File: src/rtl/f_stream_demux.sv
// f_stream_demux: registered 1-to-2 stream demux with per-channel slot and wrapping delivered-beat counters
module f_stream_demux #(
  parameter int DATA_W = 8,
  parameter int CNT_W  = 16
) (
  input  logic              QCK,
  input  logic              QRST_N,
  input  logic              S_VALID,
  output logic              S_READY,
  input  logic [DATA_W-1:0] S_DATA,
  input  logic              S_FS,
  output logic              F1_VALID,
  input  logic              F1_READY,
  output logic [DATA_W-1:0] F1_DATA,
  output logic              F2_VALID,
  input  logic              F2_READY,
  output logic [DATA_W-1:0] F2_DATA,
  output logic [CNT_W-1:0]  F1_CNT,
  output logic [CNT_W-1:0]  F2_CNT
);
  logic [1:0]        vld, rdy, ld;
  logic              acc;
  logic [DATA_W-1:0] dat [2];
  logic [CNT_W-1:0]  cnt [2];
  assign rdy      = {F2_READY, F1_READY};
  assign S_READY  = QRST_N & (~vld[S_FS] | rdy[S_FS]);
  assign acc      = S_VALID & S_READY;
  assign ld       = {acc & S_FS, acc & ~S_FS};
  assign F1_VALID = vld[0];
  assign F2_VALID = vld[1];
  assign F1_DATA  = dat[0];
  assign F2_DATA  = dat[1];
  assign F1_CNT   = cnt[0];
  assign F2_CNT   = cnt[1];
  always_ff @(posedge QCK or negedge QRST_N)
    if (!QRST_N) begin
      vld <= '0;
      for (int k = 0; k < 2; k++) begin
        dat[k] <= '0;
        cnt[k] <= '0;
      end
    end else begin
      for (int k = 0; k < 2; k++) begin
        vld[k] <= ld[k] | (vld[k] & ~rdy[k]);
        if (ld[k]) dat[k] <= S_DATA;
        if (vld[k] & rdy[k]) cnt[k] <= cnt[k] + CNT_W'(1);
      end
    end
endmodule

File: config.mk
export PLATFORM = sky130hd
export DESIGN_NAME = f_stream_demux
export DESIGN_NICKNAME = d
export VERILOG_FILES = /design/src/rtl/f_stream_demux.sv
export SDC_FILE = /design/constraint.sdc
export NUM_CORES = 1
export LEC_CHECK = 0
export BUFFER_PORTS_ARGS = -buffer_cell sky130_fd_sc_hd__buf_2
export CORE_UTILIZATION = 54
export DETAILED_ROUTE_END_ITERATION = 10
export HOLD_SLACK_MARGIN = 0.06
export PLACE_DENSITY = 0.9
export SLEW_MARGIN = 20
export SYNTH_ARGS = -nofsm -noshare
export SYNTH_HDL_FRONTEND = slang
export SYNTH_SLANG_ARGS = --single-unit
File: constraint.sdc
create_clock -name QCK -period 2.6 [get_ports QCK]
set_input_delay 0.78 -clock QCK [delete_from_list [all_inputs] [get_ports QCK]]
set_output_delay 0.78 -clock QCK [all_outputs]
set_load 0.02 [all_outputs]
After elaboration in Yosys (flattened, before gate mapping). Cells that the tools add are included.

Memory bits (writable): 0. Flip-flop bits (word level): 50. Bits in latches: 0. Memories kept: 0. Logic and storage cells: 27. Bits in read-only memories: 0.

Reduce and logical (&&, ||, !) cells: 0. Add/sub/neg operators: 2. Multiply operators: 0. Equal/unequal tests: 0. Muxes and demuxes: 4. Shifts and indexed selects: 0. Bitwise logic cells: 15. Div/mod/pow operators: 0. $lt $le $gt $ge: 1.

Operator list (count): adder 16 x 1 -> 16 bit (second input constant) (2); bitwise AND 1 bit (8); two-way mux 1 bit (4); NOT 1 bit (4); bitwise OR 1 bit (3); less-than comparator 1 x 2 -> 1 bit (second input constant) (1).

Depth between registers and ports, before layout.
Word-level depth: 8. Depth in mapped cells: 5. Mapped depth without buffers: 5.

Worst setup path before layout. OpenSTA, ideal clock, no wires.

Kind: in2out. Start point: in F2_READY. End point: out S_READY. Slack: 0.559 ns. Buffers on the path: 0. Arrival: 1.261 ns. Stages on the path: 4. Cell sequence: nand2b_1 -> nand2_1 -> o21ai_0 -> and2_1.

Longest elaborated chain between the ends: 4.

Ends and longest elaborated chain: start: declaration (RTL line 16) `input logic F2_READY,`; two-way mux 1 bit (implied by the code) (2 in series) (RTL line 26) `assign S_READY = QRST_N & (~vld[S_FS] | rdy[S_FS]);`; bitwise OR 1 bit (RTL line 26); bitwise AND 1 bit (RTL line 26); end: declaration (RTL line 9) `output logic S_READY,`.

No other way between the ends. The select of a mux whose other input is x is not followed.

Final worst setup path.
Start point: in F1_READY. End point: out S_READY.

Longest elaborated chain between the ends: 4.

Ends and longest elaborated chain: start: declaration (RTL line 13) `input logic F1_READY,`; two-way mux 1 bit (implied by the code) (2 in series) (RTL line 26); bitwise OR 1 bit (RTL line 26); bitwise AND 1 bit (RTL line 26).

No other way between the ends. The select of a mux whose other input is x is not followed.

==> results.json <==
{
  "run_status": "completed",
  "drc_errors": 0,
  "totalNegativeSetupSlack_ns": 0,
  "floorplan.die.width_um": 64.1,
  "synth_xor_xnor_area_share_pct": 12.6,
  "p_per_area_nw_per_um2": 749,
  "p_leak_nw": 1.33,
  "dominant_combinational_cell_family_by_area_after_synthesis": "simple AND/OR/NAND/NOR gates",
  "synth_top_cell_area_share_pct": 60.1,
  "whs_path_depth": 1,
  "rr_startpoint": "vld[0]",
  "seqCellArea_um2": 1250,
  "drv_slew": 0,
  "number_of_inserted_filler_cells_in_the_final_layout": 298,
  "num_antenna_cells": 0,
  "adder_cell_fraction_of_synth_area_pct": 1.20,
  "regToRegEndpoint": "F1_DATA[1]",
  "critPathKind": "input port to output pin",
  "area_fraction_in_and_or_nand_and_nor_cells_after_synthesis_pct": 15.6,
  "cts_hold_buffers": 0,
  "postLayoutCellArea_um2": 2570,
  "final-setup-viol-count": 0,
  "io-pin-count": 65,
  "globalplace.congestion": 0.833,
  "placeableCoreArea_um2": 3690,
  "slew_headroom_pct": 69.3,
  "post_synth_mux_area_share_pct": 9.74,
  "cts_num_sinks": 50,
  "critical_path_capture_point": "S_READY",
  "place_area_um2": 2490,
  "ys_ff_latch": 50,
  "path_buf_inv": 2,
  "slowest_delay_ns": 0.22,
  "compound_gate_portion_of_the_synthesized_area_pct": 0.240,
  "synth_warnings": 0,
  "synth_fp_nets": 182,
  "h_tree_depth": 2,
  "r2r_setup_slack_ns": 1.01,
  "critPathRequiredTime_ns": 1.82,
  "fraction_of_the_core_area_covered_by_cells_at_the_end_of_the_flow_pct": 69.7,
  "critical_path.endpoint_type": "output pin",
  "rsz_0062_raised_after_global_routing": "false",
  "routed_wire_length_per_instance_um": 13.1,
  "timing.final.hold_violations": 0,
  "max-vdd-ir-drop_v": 0.000523,
  "drt-vias-per-instance": 5.03,
  "max_cap_viol_count": 0,
  "cts_inserted_buffers": 5,
  "worst_setup_hold_path_clk_slew_ns": 0.08,
  "global_route_wire_length_before_repair_um": 6400,
  "die_height_um": 64.1,
  "netlist_instances": 166,
  "vias_in_the_first_global_route": 1408,
  "drt_iter0_markers": 77,
  "most_common_cell_after_layout_fill_and_taps_aside": "sky130_fd_sc_hd__buf_2",
  "grt.total_usage_pct": 20.7,
  "number_of_nets_still_failing_antenna_checks_after_routing": 0,
  "antenna_violations_before_repair": 0,
  "ctsLongestPathBuffers": 2,
  "areaGrowthSynthToFinish_pct": 23.5,
  "post_synth_instance_area_um2": 2080,
  "yosysUniqueCellTypes": 24,
  "routed_wirelength_um": 3770,
  "worst-path-stages": 5,
  "ctsResizeCount": 0,
  "tightestPinTransition_ns": 0.461,
  "grt_max_degree": 39,
  "clockRootBuffer": "sky130_fd_sc_hd__clkbuf_8",
  "synth_largest_area_cell": "sky130_fd_sc_hd__dfrtp_1",
  "critical_path.startpoint": "F1_READY",
  "dp_cells": 281,
  "port-buffer-count": 64,
  "layout-drive-gt1-share_pct": 40.6,
  "cell_breakdown_of_the_critical_path": "buf_2 -> nor2b_1 -> o21ai_0 -> and2_1 -> buf_2",
  "highest_count_cells_in_the_layout_ignoring_fill_and_taps": "sky130_fd_sc_hd__buf_2 (64), sky130_fd_sc_hd__dfrtp_1 (50), sky130_fd_sc_hd__xnor2_1 (19)",
  "layout_min_cycle_time_ns": 2.32,
  "post-route-period-util_pct": 89.2,
  "critical_path_peak_fanout": 4,
  "multi_input_comb_area_um2": 820,
  "netlist_top_cells_area": "sky130_fd_sc_hd__dfrtp_1 (60%), sky130_fd_sc_hd__mux2_2 (9.7%), sky130_fd_sc_hd__xnor2_1 (8.0%), sky130_fd_sc_hd__xor2_1 (4.6%), sky130_fd_sc_hd__nand2_1 (3.1%)",
  "reg2reg_depth": 4,
  "cpMostUsedCell": "sky130_fd_sc_hd__buf_2",
  "hpwl_um": 2890,
  "tritoncts": "yes",
  "finalNonFillerCells": 287,
  "globalRoute.totalOverflow": 0,
  "clock_latency_ns": 0.29,
  "hold_path_class": "register to register",
  "layout.nets": 256,
  "site_rows": 22,
  "pre_antenna_drt_iters": 4,
  "sequential_to_total_area_share_from_yosys_stat_pct": 60.1,
  "crit_slowest_cell": "sky130_fd_sc_hd__nor2b_1",
  "fmax_mhz": 431,
  "syn_avg_cell_area_um2": 12.5,
  "die_area_um2": 4110,
  "crit_path_start_kind": "input port",
  "critical_path_arrival_ns": 1.54,
  "fin_worst_skew_ns": 0.00589,
  "dr_total_vias": 1443,
  "path_delay_family": "simple AND/OR/NAND/NOR gates",
  "initial_utilization_pct": 56.4,
  "post-cts-setup-buffers": 0
}
## cell families (layout without fill, tap and decap cells)
kind of cell    count (synthesis)  in the layout
flops                          50             50
simple gates                   62             62
compound gates                  1              1
buf+inv                         3             76
fa+ha+maj                       2              2
xor+xnor                       30             30
mux                            18             18
## worst min path at each step
stage               start          to  slack (ns)
3_3_place_gp   F2_CNT[15]  F2_CNT[15]        0.45
2_1_floorplan      QRST_N   F1_CNT[0]        0.48
4_1_cts            QRST_N  F2_DATA[3]        0.47
5_1_grt            QRST_N  F2_DATA[3]        0.48
3_5_place_dp   F2_CNT[15]  F2_CNT[15]        0.46
6_report       F2_CNT[15]  F2_CNT[15]        0.46
## worst register-to-register path, stage by stage (launching register included)
cell,delay (ns)
sky130_fd_sc_hd__dfrtp_1,0.43
sky130_fd_sc_hd__nor2b_1,0.18
sky130_fd_sc_hd__nor3_2,0.29
sky130_fd_sc_hd__buf_4,0.22
sky130_fd_sc_hd__mux2_2,0.35
## Yosys cell counts
cell type and number:
sky130_fd_sc_hd__and2_1 1, sky130_fd_sc_hd__and3_1 2, sky130_fd_sc_hd__clkbuf_1 1, sky130_fd_sc_hd__dfrtp_1 50, sky130_fd_sc_hd__ha_1 2, sky130_fd_sc_hd__inv_1 2
sky130_fd_sc_hd__mux2_2 18, sky130_fd_sc_hd__nand2_1 17, sky130_fd_sc_hd__nand2b_1 1, sky130_fd_sc_hd__nand3_1 11, sky130_fd_sc_hd__nand4_1 6, sky130_fd_sc_hd__nand4_4 1
sky130_fd_sc_hd__nor2_1 12, sky130_fd_sc_hd__nor2b_1 2, sky130_fd_sc_hd__nor3_1 3, sky130_fd_sc_hd__nor3_2 1, sky130_fd_sc_hd__nor4_1 1, sky130_fd_sc_hd__o21ai_0 1
sky130_fd_sc_hd__or2_2 1, sky130_fd_sc_hd__or3_1 1, sky130_fd_sc_hd__or4_2 1, sky130_fd_sc_hd__or4_4 1, sky130_fd_sc_hd__xnor2_1 19, sky130_fd_sc_hd__xor2_1 11
## metal layers
| layer | up-vias | track usage, % | share of wire, % |
|---|---|---|---|
| li1 | 711 | - | - |
| met1 | 681 | 26.3 | 45 |
| met2 | 47 | 33.5 | 48 |
| met3 | 4 | 6.25 | 5.7 |
| met4 | 0 | 7.50 | 1.1 |
| met5 | - | 0 | 0 |
## through the flow
step / hold WS [ns] / total power, mW / setup WS (ns)
floorplan: 0.484 / 1.32 / 0.559
global placement: 0.452 / 1.49 / 0.306
detailed placement: 0.457 / 1.52 / 0.278
CTS: 0.468 / 1.94 / 0.275
global route: 0.478 / 2.03 / 0.204
finish: 0.463 / 1.93 / 0.281
## state kept, by name, indices dropped and copies added, names as in the netlist
| register | flops |
|---|---|
| F1_DATA | 8 |
| F1_CNT | 16 |
| F2_DATA | 8 |
| F2_CNT | 16 |
| vld | 2 |
## power by group
group	total [mW]	switching, mW	internal, mW
Sequential	1.02	0.122	0.897
Clock	0.431	0.226	0.205
Combinational	0.477	0.280	0.196
## layout make-up
type / instances / area share (%)
sequential: 50 / 48.7
inverter: 2 / 0.292
timing repair buffer: 68 / 13.6
tap: 48 / 2.34
clock buffer: 6 / 3.21
multi-input combinational: 113 / 31.9
Power figures use the tool's default switching activity.
